===== config.mk =====
export PLATFORM = sky130hd
export DESIGN_NAME = vec_sdiv_flat
export DESIGN_NICKNAME = d
export VERILOG_FILES = /design/src/rtl/vec_sdiv_if.sv /design/src/rtl/vec_sdiv.sv /design/src/flat_wrapper.sv
export SDC_FILE = /design/constraint.sdc
export NUM_CORES = 1
export LEC_CHECK = 0
export CORE_UTILIZATION = 34
export DETAILED_ROUTE_END_ITERATION = 12
export SETUP_SLACK_MARGIN = 0.2
export SYNTH_ARGS = -nofsm -noshare
export SYNTH_HDL_FRONTEND = slang
export SYNTH_SLANG_ARGS = --single-unit

===== constraint.sdc =====
create_clock -name clk -period 5.3 [get_ports clk]
set_input_delay 1.06 -clock clk [delete_from_list [all_inputs] [get_ports clk]]
set_output_delay 1.06 -clock clk [all_outputs]
set_load 0.02 [all_outputs]

===== src/rtl/vec_sdiv_if.sv =====
// Bus bundle for the 16-lane FP16 vector-by-scalar divider: command, operands, results and status.
interface vec_sdiv_if;
  logic         start;
  logic [15:0]  scalar;
  logic [255:0] vecin;
  logic [255:0] quotient;
  logic         busy;
  logic         done;
  logic         Ovf;
  logic         DivZ;

  modport master (output start, scalar, vecin, input quotient, busy, done, Ovf, DivZ);
  modport slave  (input start, scalar, vecin, output quotient, busy, done, Ovf, DivZ);
endinterface


===== src/rtl/vec_sdiv.sv =====
// Sequential FP16 divider: divides 16 dividend lanes by one scalar, one lane at a time,
// with a fixed 15-cycle budget per lane (LOAD, 13 restoring-division steps, PACK).
module vec_sdiv (
  input  logic      clk,
  input  logic      rst_n,
  vec_sdiv_if.slave bus
);
  typedef enum logic [2:0] {
    IDLE = 3'd0,
    LOAD = 3'd1,
    DIV  = 3'd2,
    PACK = 3'd3,
    DONE = 3'd4
  } state_t;

  localparam logic [1:0] SPEC_NONE = 2'd0;
  localparam logic [1:0] SPEC_INF  = 2'd1;
  localparam logic [1:0] SPEC_ZERO = 2'd2;
  localparam logic [1:0] SPEC_DIVZ = 2'd3;

  state_t            state_r;
  state_t            state_s;
  logic [15:0]       scalar_r;
  logic [255:0]      vec_r;
  logic [255:0]      quot_r;
  logic [3:0]        lane_r;
  logic [3:0]        cnt_r;
  logic [10:0]       mb_r;
  logic [11:0]       rem_r;
  logic [12:0]       q_r;
  logic signed [7:0] exp_r;
  logic              sign_r;
  logic [1:0]        spec_r;
  logic              busy_r;
  logic              done_r;
  logic              ovf_r;
  logic              divz_r;
  logic              busy_s;
  logic              done_s;

  logic [15:0]       a_s;
  logic signed [7:0] exp_s;
  logic [1:0]        spec_s;
  logic              ge_s;
  logic [10:0]       rem_sub_s;
  logic [11:0]       rem_step_s;
  logic [10:0]       mant_n_s;
  logic signed [7:0] e_n_s;
  logic              guard_s;
  logic              sticky_s;
  logic [9:0]        frac_s;
  logic signed [7:0] e_f_s;
  logic [15:0]       result_s;
  logic              ovf_hit_s;
  logic              divz_hit_s;

  assign a_s = vec_r[{lane_r, 4'b0000} +: 16];

  // State register.
  always_ff @(posedge clk) begin
    if (!rst_n) begin
      state_r <= IDLE;
    end else begin
      state_r <= state_s;
    end
  end

  // Next-state logic; special-case lanes still spend the full 13 DIV cycles.
  always_comb begin
    state_s = state_r;
    case (state_r)
      IDLE: if (bus.start) state_s = LOAD; else state_s = IDLE;
      LOAD: state_s = DIV;
      DIV:  if (cnt_r == 4'd12) state_s = PACK; else state_s = DIV;
      PACK: if (lane_r == 4'd15) state_s = DONE; else state_s = LOAD;
      DONE: state_s = IDLE;
      default: state_s = IDLE;
    endcase
  end

  // Status outputs decoded from the next state so the registered copies line up with it.
  always_comb begin
    busy_s = (state_s != IDLE);
    done_s = (state_s == DONE);
  end

  // Operand unpack and special-case classification; first matching rule wins.
  always_comb begin
    exp_s = $signed({3'b000, a_s[14:10]}) - $signed({3'b000, scalar_r[14:10]}) + 8'sd15;
    if (a_s[14:10] == 5'h1F) begin
      spec_s = SPEC_INF;
    end else if (scalar_r[14:10] == 5'h1F) begin
      spec_s = SPEC_ZERO;
    end else if (scalar_r[14:10] == 5'h00) begin
      spec_s = SPEC_DIVZ;
    end else if (a_s[14:10] == 5'h00) begin
      spec_s = SPEC_ZERO;
    end else begin
      spec_s = SPEC_NONE;
    end
  end

  // One restoring-division step; the remainder always stays below twice the divisor.
  always_comb begin
    ge_s = (rem_r >= {1'b0, mb_r});
    if (ge_s) begin
      rem_sub_s = 11'(rem_r - {1'b0, mb_r});
    end else begin
      rem_sub_s = rem_r[10:0];
    end
    rem_step_s = {rem_sub_s, 1'b0};
  end

  // Normalise, round to nearest even, range-check and apply special-case overrides.
  always_comb begin
    if (q_r[12]) begin
      mant_n_s = q_r[12:2];
      guard_s  = q_r[1];
      sticky_s = q_r[0] | (rem_r != 12'd0);
      e_n_s    = exp_r;
    end else begin
      mant_n_s = q_r[11:1];
      guard_s  = q_r[0];
      sticky_s = (rem_r != 12'd0);
      e_n_s    = exp_r - 8'sd1;
    end
    if (guard_s & (sticky_s | mant_n_s[0])) begin
      if (mant_n_s == 11'h7FF) begin
        frac_s = 10'h000;
        e_f_s  = e_n_s + 8'sd1;
      end else begin
        frac_s = mant_n_s[9:0] + 10'd1;
        e_f_s  = e_n_s;
      end
    end else begin
      frac_s = mant_n_s[9:0];
      e_f_s  = e_n_s;
    end
    divz_hit_s = 1'b0;
    case (spec_r)
      SPEC_INF: begin
        result_s  = {sign_r, 5'h1F, 10'h000};
        ovf_hit_s = 1'b1;
      end
      SPEC_ZERO: begin
        result_s  = {sign_r, 15'h0000};
        ovf_hit_s = 1'b0;
      end
      SPEC_DIVZ: begin
        result_s   = {sign_r, 5'h1F, 10'h000};
        ovf_hit_s  = 1'b1;
        divz_hit_s = 1'b1;
      end
      default: begin
        if (e_f_s >= 8'sd31) begin
          result_s  = {sign_r, 5'h1F, 10'h000};
          ovf_hit_s = 1'b1;
        end else if (e_f_s <= 8'sd0) begin
          result_s  = {sign_r, 15'h0000};
          ovf_hit_s = 1'b0;
        end else begin
          result_s  = {sign_r, e_f_s[4:0], frac_s};
          ovf_hit_s = 1'b0;
        end
      end
    endcase
  end

  // Datapath and status registers.
  always_ff @(posedge clk) begin
    if (!rst_n) begin
      scalar_r <= 16'h0000;
      vec_r    <= 256'd0;
      quot_r   <= 256'd0;
      lane_r   <= 4'd0;
      cnt_r    <= 4'd0;
      mb_r     <= 11'd0;
      rem_r    <= 12'd0;
      q_r      <= 13'd0;
      exp_r    <= 8'sd0;
      sign_r   <= 1'b0;
      spec_r   <= SPEC_NONE;
      busy_r   <= 1'b0;
      done_r   <= 1'b0;
      ovf_r    <= 1'b0;
      divz_r   <= 1'b0;
    end else begin
      busy_r <= busy_s;
      done_r <= done_s;
      case (state_r)
        IDLE: begin
          if (bus.start) begin
            scalar_r <= bus.scalar;
            vec_r    <= bus.vecin;
            quot_r   <= 256'd0;
            lane_r   <= 4'd0;
            ovf_r    <= 1'b0;
            divz_r   <= 1'b0;
          end
        end
        LOAD: begin
          mb_r   <= {1'b1, scalar_r[9:0]};
          rem_r  <= {1'b0, 1'b1, a_s[9:0]};
          q_r    <= 13'd0;
          cnt_r  <= 4'd0;
          exp_r  <= exp_s;
          sign_r <= a_s[15] ^ scalar_r[15];
          spec_r <= spec_s;
        end
        DIV: begin
          rem_r <= rem_step_s;
          q_r   <= {q_r[11:0], ge_s};
          cnt_r <= cnt_r + 4'd1;
        end
        PACK: begin
          quot_r[{lane_r, 4'b0000} +: 16] <= result_s;
          if (ovf_hit_s) ovf_r <= 1'b1;
          if (divz_hit_s) divz_r <= 1'b1;
          lane_r <= lane_r + 4'd1;
        end
        DONE: begin
          lane_r <= 4'd0;
        end
        default: begin
          lane_r <= 4'd0;
        end
      endcase
    end
  end

  assign bus.quotient = quot_r;
  assign bus.busy     = busy_r;
  assign bus.done     = done_r;
  assign bus.Ovf      = ovf_r;
  assign bus.DivZ     = divz_r;
endmodule


===== src/flat_wrapper.sv =====
// flat-port wrapper written by rule: the top's interface ports become plain ports
module vec_sdiv_flat 
  (clk, rst_n, bus_start, bus_scalar, bus_vecin, bus_quotient, bus_busy, bus_done, bus_Ovf, bus_DivZ);
  vec_sdiv_if bus_i ();
  input  logic clk;
  input  logic rst_n;
  input wire logic [$bits(bus_i.start)-1:0] bus_start;
  input wire logic [$bits(bus_i.scalar)-1:0] bus_scalar;
  input wire logic [$bits(bus_i.vecin)-1:0] bus_vecin;
  output wire logic [$bits(bus_i.quotient)-1:0] bus_quotient;
  output wire logic [$bits(bus_i.busy)-1:0] bus_busy;
  output wire logic [$bits(bus_i.done)-1:0] bus_done;
  output wire logic [$bits(bus_i.Ovf)-1:0] bus_Ovf;
  output wire logic [$bits(bus_i.DivZ)-1:0] bus_DivZ;
  assign bus_i.start = bus_start;
  assign bus_i.scalar = bus_scalar;
  assign bus_i.vecin = bus_vecin;
  assign bus_quotient = bus_i.quotient;
  assign bus_busy = bus_i.busy;
  assign bus_done = bus_i.done;
  assign bus_Ovf = bus_i.Ovf;
  assign bus_DivZ = bus_i.DivZ;
  vec_sdiv u_core (.clk(clk), .rst_n(rst_n), .bus(bus_i));
endmodule

Word-level counts from Yosys, hierarchy flattened:

Cells that the tools add are included.

* output and inout bits: 260
* word-level logic and storage cells: 101
* latch bits: 0
* bits of input ports: 275
* memories kept: 0
* register bits: 590
* memory bits (writable): 0
* bits in read-only memories: 0

* div/mod/pow operators: 0
* bitwise logic cells: 5
* shifts and indexed selects: 3
* multiplexer cells: 36
* multipliers: 0
* order comparisons: 3
* add/sub/neg operators: 9
* equality and inequality tests: 15
* reduce and logical (&&, ||, !) cells: 14

Operator list (number)
* $pmux W256 S2: 1
* $bwmux W256: 1
* $mux W256: 1
* $shift A16 B10 Y256 const A: 1
* $shiftx A16 B10 Y256: 1
* $shiftx A256 B9 Y16: 1
* $mux W15: 2
* $pmux W15 S2: 1
* $pmux W13 S2: 1
* $mux W8: 3
* $pmux W12 S2: 1
* $mux W11: 2
* $mux W10: 2
* $ge A12 B11 Y1: 1
* $pmux W3 S4: 1
* $pmux W4 S3: 1
* $reduce_bool A12 Y1: 1
* $eq A11 B11 Y1 const B: 1
* $sub A11 B11 Y11: 1
* $add A10 B1 Y10 const B: 1
* $eq A5 B5 Y1 const B: 2
* $logic_not A5 Y1: 2
* $neg A8 Y10: 1
* $mux W1: 9
* other kinds (30): 46

Longest topological paths before layout:

Gate-level depths: netlist (run 1).

* depth after elaboration: 13
* mapped depth: 18
* depth with buffers taken out: 15

Worst setup path after synthesis (run 1):

Ideal clock, no wire load.

* path kind: register to register
* start point: register u_core.lane_r[0]
* end point: register u_core.exp_r[6]
* library setup time: 70 ps
* clock period less this slack: 3689 ps
* buffers on the path: 3
* data required time: 5230 ps
* stages on the path, launching flop included: 19
* path slack: 1611 ps
* arrival time: 3618 ps
* path through: dfxtp_1 -> clkbuf_1 -> buf_2 -> buf_2 -> mux2i_1 -> a221oi_1 -> nor2_1 -> o21ai_0 -> inv_1 -> ha_1 -> inv_1 -> fa_1 -> inv_1 -> ha_1 -> nand2_1 -> nor2_1 -> nor2b_1 -> or3_1 -> a21oi_1

* longest elaborated chain between the ends: 3

Ends and longest elaborated chain
* start: declaration: RTL line vec_sdiv.sv:26 `logic [3:0] lane_r;`
* start signal: assignment: RTL line vec_sdiv.sv:219 `lane_r <= lane_r + 4'd1;`
* $shiftx A256 B9 Y16: RTL line vec_sdiv.sv:57 `assign a_s = vec_r[{lane_r, 4'b0000} +: 16];`
* $sub A5 B5 Y6: RTL line vec_sdiv.sv:89 `exp_s = $signed({3'b000, a_s[14:10]}) - $signed({3'b000, scalar_r[14:10]}) + 8'sd15;`
* $add A8 B5 Y8: RTL line vec_sdiv.sv:89
* end signal: assignment: RTL line vec_sdiv.sv:206 `exp_r <= exp_s;`
* end: declaration: RTL line vec_sdiv.sv:31 `logic signed [7:0] exp_r;`

Every way passes these cells.
A chain may end at the register's enable or synchronous reset.

Final worst setup path (run 1):

* start point: register u_core.q_r[12]
* end point: register u_core.quot_r[134] (netlist: u_core.bus.quotient[134])

* longest elaborated chain between the ends: 11
* elaborated cells on any way between the ends: 21
* those cells by class: add/sub (2); order compare (2); eq/ne (1); shift (1); mux (13); bitwise (2)

Ends and longest elaborated chain
* start: declaration: RTL line vec_sdiv.sv:30 `logic [12:0] q_r;`
* start signal: assignment: RTL line vec_sdiv.sv:212 `q_r <= {q_r[11:0], ge_s};`
* $mux W8, or another cell as far along: RTL line vec_sdiv.sv:116 `if (q_r[12]) begin`
* $add A8 B2 Y8, or another cell as far along: RTL line vec_sdiv.sv:130 `e_f_s = e_n_s + 8'sd1;`
* $mux W8 / $and A1 B1 Y1 (equally long branches): RTL line vec_sdiv.sv:128, vec_sdiv.sv:127
* $mux W8: RTL line vec_sdiv.sv:127 `if (guard_s & (sticky_s | mant_n_s[0])) begin`
* $le A8 B1 Y1: RTL line vec_sdiv.sv:158 `end else if (e_f_s <= 8'sd0) begin`
* $mux W15: RTL line vec_sdiv.sv:158
* $mux W15 *: RTL line vec_sdiv.sv:155 `if (e_f_s >= 8'sd31) begin`
* $pmux W15 S2 *: RTL line vec_sdiv.sv:140 `case (spec_r)`
* $shiftx A16 B10 Y256 *: RTL line vec_sdiv.sv:216 `quot_r[{lane_r, 4'b0000} +: 16] <= result_s;`
* $bwmux W256 *: RTL line vec_sdiv.sv:216
* $pmux W256 S2 *: RTL line vec_sdiv.sv:190 `case (state_r)`
* end signal: indexed assignment: RTL line vec_sdiv.sv:216
* end: declaration: RTL line vec_sdiv.sv:25 `logic [255:0] quot_r;`

Every way passes the cells marked *; elsewhere a longest branch is shown, timed or not.

==> results of run 1 <==
## layer usage
| metal | GRT usage | wire, um | share of wire | vias to the layer above |
|---|---|---|---|---|
| met3 | 0.0399 | 5240 | 0.060 | 159 |
| met5 | 0 | 41 | 0.00047 | - |
| met4 | 0.103 | 3740 | 0.043 | 6 |
| li1 | - | - | - | 10500 |
| met1 | 0.297 | 36600 | 0.42 | 10300 |
| met2 | 0.387 | 41400 | 0.48 | 649 |
## flip-flops by register name, indices dropped and copies added (netlist names), 4 cells and up
register	cells
u_core.exp_r	8
u_core.vec_r	256
u_core.rem_r	12
u_core.scalar_r	16
u_core.lane_r	4
u_core.mb_r	11
u_core.q_r	13
u_core.bus.quotient	256
u_core.cnt_r	4
## through the flow
step	util	cells	area, sq um	setup WS [ps]	power, uW
after CTS	0.459	4223	32200	1170	10800
after global placement	0.431	4113	30200	1310	6510
after detailed placement	0.431	4113	30200	1210	6520
after global routing	0.459	4228	32200	792	11100
final	0.459	4230	32200	1200	10700
after floorplan	-	2798	24100	1610	5800
## worst max-delay path by stage
| stage | from | depth (start not counted) | slack [ps] | to |
|---|---|---|---|---|
| after floorplan | u_core.lane_r[0] | 18 | 1610 | u_core.exp_r[6] |
| after CTS | u_core.q_r[12] | 11 | 1170 | u_core.bus.quotient[253] |
| after global placement | u_core.q_r[12] | 11 | 1310 | u_core.bus.quotient[186] |
| after global routing | u_core.q_r[12] | 13 | 790 | u_core.bus.quotient[134] |
| after detailed placement | u_core.q_r[12] | 11 | 1210 | u_core.bus.quotient[253] |
| final | u_core.q_r[12] | 13 | 1200 | u_core.bus.quotient[134] |
## layout by cell type (no fill, tap or decap), drive strengths merged, types with 8 or more instances in the layout
cell	count
a21boi	20
a21o	13
a21oi	304
a221oi	13
a22o	52
a22oi	25
a31oi	8
a32o	11
and2	17
and3	14
buf	40
clkbuf	88
clkdlybuf4s50	533
clkinv	13
dfxtp	590
ha	26
inv	44
mux2i	38
mux4	62
nand2	851
nand3	37
nand4	10
nor2	78
nor2b	31
nor3	13
o21ai	215
xnor2	23
xor2	15
## area by class of cell
class                           count  area (sq um)
Antenna cell                        7          17.5
Tap cell                          940          1180
Clock inverter                     22           215
Inverter                           40           158
Fill cell                        7040         37900
Timing Repair Buffer              573          5700
Multi-Input combinational cell   1970         11400
Sequential cell                   590         11800
Clock buffer                       88          1770
## power breakdown
part | total, uW | internal, uW | switching [uW]
logic | 1700 | 664 | 1040
registers | 4720 | 4600 | 115
clock network | 4300 | 2420 | 1880
## logic make-up (layout without fill, tap and decap cells)
family,count (synthesis),count (layout),share of synthesized area
and+or+nand+nor,1090,1090,0.188
AOI/OAI and AO/OA,708,708,0.176
DFF,590,590,0.489
buffers and inverters,238,723,0.0413
muxes,106,106,0.0764
xor gates and xnor gates,38,38,0.0138
adders and majority gates,28,28,0.0151
other,0,7,0
## worst register-to-register path, stage by stage (launching register included)
cell	delay, ps
dfxtp_1	510
buf_4	300
inv_1	130
mux2_2	300
inv_1	80
ha_1	200
inv_1	100
a2111oi_1	460
o2111ai_1	210
xnor2_1	160
o21ai_0	300
and4bb_4	470
nand4_4	450
o21ai_0	330
==> flow_summary.yaml, run 1 <==
timing:
  min_period_ps: 4100
  timing.final.crit_share: 0.773
  finalHoldViolations: 0
  skew_ps: 23.0
  fmax_mhz: 244
  hold_ws_ps: 446
  worst_pin_slew_ps: 1360
  setup_tns_ps: 0
  drv_slew: 0
  relSlewSlack: 0.0920
  setup_viol: 0
  rsz0062_at_grt: "no"
synth:
  syn_area_per_cell_sq_um: 8.63
  yosysSeqAreaShare: 0.489
  synth.area.top_cells: "dfxtp_1 49%, nand2_1 13%, a21oi_1 6.3%"
  synth-main-ff-cell: "dfxtp_1"
  ys_ff_latch: 590
  synth_commonest_cells: "847 x nand2_1, 590 x dfxtp_1, 302 x a21oi_1"
  syn_area_sq_mm: 0.0241
  async_flop_share: 0
  netlist.area_leader.share: 0.489
  syn_inst: 2798
  synth_nets: 3101
  yosys_warnings: 0
  ys_types: 76
  yosysMostFrequentCell: "nand2_1"
  synth_edf_count: 0
  yosys.area.top_type: "dfxtp_1"
finish:
  fin_nets: 3539
  drive_gt1_frac: 0.0731
  area_growth_pct: 33.4
setup_path:
  path_class: "flip-flop to flip-flop"
  reg2reg_from: "u_core.q_r[12]"
  reg2regPathDepth: 13
  end_kind: "flip-flop"
  worst_path_dominant_cell_family: "compound AO/OA/AOI/OAI gates"
  crit_path_start_kind: "flip-flop"
  rr_endpoint: "u_core.bus.quotient[134]"
  crit_fanout: 16
  cp_slowest_cell: "dfxtp_1"
  path_cells: "buf_4 > inv_1 > mux2_2 > inv_1 > ha_1 > inv_1 > a2111oi_1 > o2111ai_1 > xnor2_1 > o21ai_0 > and4bb_4 > nand4_4 > o21ai_0"
  crit_buf_inv: 4
  cp_common_cell: "inv_1"
  required_ps: 5840
  max_stage_delay_ps: 510
  rrSetupSlack_ps: 1200
  worstPathArrival_ps: 4630
flow_run:
  maxCapViolations: 0
global_route:
  grt_max_degree: 196
  grt_pass1_vias: 20300
  grt_pass1_wl_um: 127000
  grtUsageTotal: 0.233
  antenna_found_initial: 11
  grt_overflow: 0
clock_tree:
  cts_setup_buffers: 0
  cts_sinks: 590
  cts_tree: "done"
  clock_path_buffers: 3
  path_clk_slew_ps: 60
  h-tree-depth: 2
  clk_latency_ps: 640
  cts_buffers: 61
  post_cts_resized: 0
  root_buffer: "clkbuf_16"
  postCtsHoldBufs: 0
outcome:
  outcome: "complete, no violations"
floorplanning:
  io_pins: 535
  dieArea_sq_mm: 0.0721
  die_height_um: 268
  initial_core_util: 0.344
  core-area_sq_mm: 0.0701
  rows: 97
  die_width_um: 268
power:
  p_leak_uw: 0.0114
  power_density_mw_per_mm2: 333
  peakVddDrop_v: 0.000232
detailed_routing:
  first_iter_violations: 1571
  num_vias: 21600
  drtAntennaViolNets: 0
  drc_errors: 0
  vias_per_cell: 5.10
  dr.pass1.iters: 5
  wl_per_cell_um: 20.6
  wirelength_um: 87000
min_path:
  worstHoldEndpoint: "u_core.bus.quotient[23]"
  min_path_cells: 2
  hold_class: "flip-flop to flip-flop"
  worstHoldStart: "u_core.bus.quotient[23]"
placement:
  gp_congestion: 0.875
  port-buffer-count: 534
  dpl.hpwl_um: 63100
No activity file was read; power rests on OpenSTA's default activity.
==> run 2, diff against run 1 <==
- clock period: 5.3 -> 3.5 ns (I/O delays scaled with it)
==> run 2 against run 1 <==
  * Register-to-register slack lost 1000 ps
  * Via count grew 2.6%
  * Critical endpoint is now u_core.bus.quotient[102]
  * Total power grew 60%
  * Critical path type unchanged
  * Non-clock buffer count grew 83
  * First-iteration DRC count grew 12%
==> flow_summary.yaml, run 2 (same netlist as run 1, synthesis figures left out) <==
outcome:
  outcome: "complete, no violations"
placement:
  dpl.hpwl_um: 62900
  port-buffer-count: 534
  post-place-ws_ps: -273
  dpl_cell_area_sq_mm: 0.0307
  dp.cells: 4165
  gp_congestion: 0.888
floorplanning:
  die_height_um: 268
  initial_core_util: 0.344
  rows: 97
  die_width_um: 268
  io_pins: 535
  core-area_sq_mm: 0.0701
  dieArea_sq_mm: 0.0721
min_path:
  hold_class: "flip-flop to flip-flop"
  worstHoldStart: "u_core.bus.quotient[55]"
setup_path:
  rr_endpoint: "u_core.bus.quotient[102]"
  required_ps: 4020
  rrSetupSlack_ps: 160
  crit_path_start_kind: "flip-flop"
  reg2regPathDepth: 17
  reg2reg_from: "u_core.exp_r[0]"
  end_kind: "flip-flop"
  endpoint: "u_core.bus.quotient[102]"
  worstPathArrival_ps: 3860
  path_class: "flip-flop to flip-flop"
  crit_fanout: 8
  crit_path_start: "u_core.exp_r[0]"
global_route:
  antenna_found_initial: 10
  grt_max_degree: 181
  grt_pass1_vias: 20800
  grtUsageTotal: 0.234
  grt_pass1_wl_um: 128000
  grt_overflow: 0
finish:
  fin_nets: 3629
  multiInputGateArea_sq_mm: 0.0120
  area_growth_pct: 40.5
  layout_commonest_cell: "nand2_1"
  nFillCells: 6845
  ff_latch_area_sq_mm: 0.0118
  drive_gt1_frac: 0.131
  post-route-cell-area_sq_mm: 0.0339
  final_cell_mix: "845 x nand2_1, 585 x dfxtp_1, 533 x clkdlybuf4s50_1"
  final_cells: 4315
detailed_routing:
  first_iter_violations: 1763
  drc_errors: 0
  wl_per_cell_um: 20.6
  dr.pass1.iters: 5
  drtAntennaViolNets: 0
  wirelength_um: 89000
  vias_per_cell: 5.13
  num_vias: 22100
timing:
  min_period_ps: 3340
  setup_viol: 0
  setup_ws_ps: 163
  relSlewSlack: 0.186
  setup_tns_ps: 0
  hold_ws_ps: 445
  skew_ps: 27.3
  timing.final.crit_share: 0.953
  worst_pin_slew_ps: 1220
  finalHoldViolations: 0
  fmax_mhz: 300
  drv_slew: 0
  rsz0062_at_grt: "yes"
flow_run:
  maxCapViolations: 0
clock_tree:
  root_buffer: "clkbuf_16"
  cts_sinks: 590
  clk_latency_ps: 620
  clock_path_buffers: 3
  path_clk_slew_ps: 60
  cts_tree: "done"
  cts_buffers: 66
  postCtsHoldBufs: 0
  h-tree-depth: 3
power:
  power_density_mw_per_mm2: 506
  p_leak_uw: 0.0122
  clkPwrFrac: 0.392
  combPwrFrac: 0.191
  seqPwrFrac: 0.416
  switching_share: 0.284
  peakVddDrop_v: 0.000301
  internal_power_uw: 12300
  power.switching_uw: 4880
[run 2: cell count changes in the layout (fill, tap and decap cells not counted), moves of 4 or more]
cell,previous run,this run
buf_4,34,84
nor2_1,77,72
buf_12,5,22
ha_1,26,22
a2111oi_4,0,4
nor2_2,1,5
o21ai_2,0,70
o21ai_0,152,79
buf_6,0,7
clkbuf_16,61,73
inv_1,38,34
[run 2: metrics by stage]
step / total power, uW / utilization
after floorplan: 8790 / -
after global placement: 10000 / 0.438
after detailed placement: 10100 / 0.438
after CTS: 16900 / 0.473
after global routing: 17800 / 0.484
final: 17200 / 0.484
[run 2: routing by layer]
layer	up-vias	share of wire	GRT usage
met5	-	0.00071	0
met4	10	0.030	0.0820
met3	147	0.062	0.0427
met2	739	0.49	0.399
met1	10600	0.41	0.295
li1	10700	-	-
[run 2: area by class of cell]
| class | instances | area share |
|---|---|---|
| Inverter | 40 | 0.00479 |
| Antenna cell | 5 | 0.000369 |
| Sequential cell | 590 | 0.349 |
| Timing Repair Buffer | 656 | 0.198 |
| Clock inverter | 21 | 0.00550 |
| Clock buffer | 91 | 0.0556 |
| Tap cell | 940 | 0.0347 |
| Multi-Input combinational cell | 1972 | 0.353 |
[run 2: how the worst min path moves through the flow]
stage,end,slack (ps),depth (start not counted)
final,u_core.bus.quotient[55],450,2
after global routing,u_core.vec_r[123],470,2
after CTS,u_core.bus.quotient[101],450,2
after detailed placement,u_core.bus.quotient[101],440,2
after global placement,u_core.bus.quotient[57],430,2
after floorplan,u_core.vec_r[100],430,2
[run 2: worst max-delay path: stages (launching register included)]
cell	delay, ps
dfxtp_2	330
inv_2	40
ha_4	230
mux2_4	280
inv_4	70
ha_4	150
inv_4	40
a2111o_1	370
and3_1	170
o211a_1	200
o22a_1	190
buf_4	140
and4bb_4	300
buf_12	120
buf_12	110
nand4_4	130
clkbuf_16	230
o21ai_2	130
[run 2: timing repair]
| item | CTS | global route |
|---|---|---|
| setup buffers | 15 | 8 |
| pin swaps | 9 | 63 |
| setup endpoints to repair | 223 | 239 |
| resized for setup | 27 | 189 |
| cloned | 3 | 7 |
[run 2: power by group through the flow]
stage	registers [uW]	clock network, uW	logic (uW)
detailed placement	7290	0	2770
global route	7170	7100	3500
floorplan	7210	0	1580
CTS	7140	6860	2950
finish	7140	6730	3280
global placement	7280	0	2760
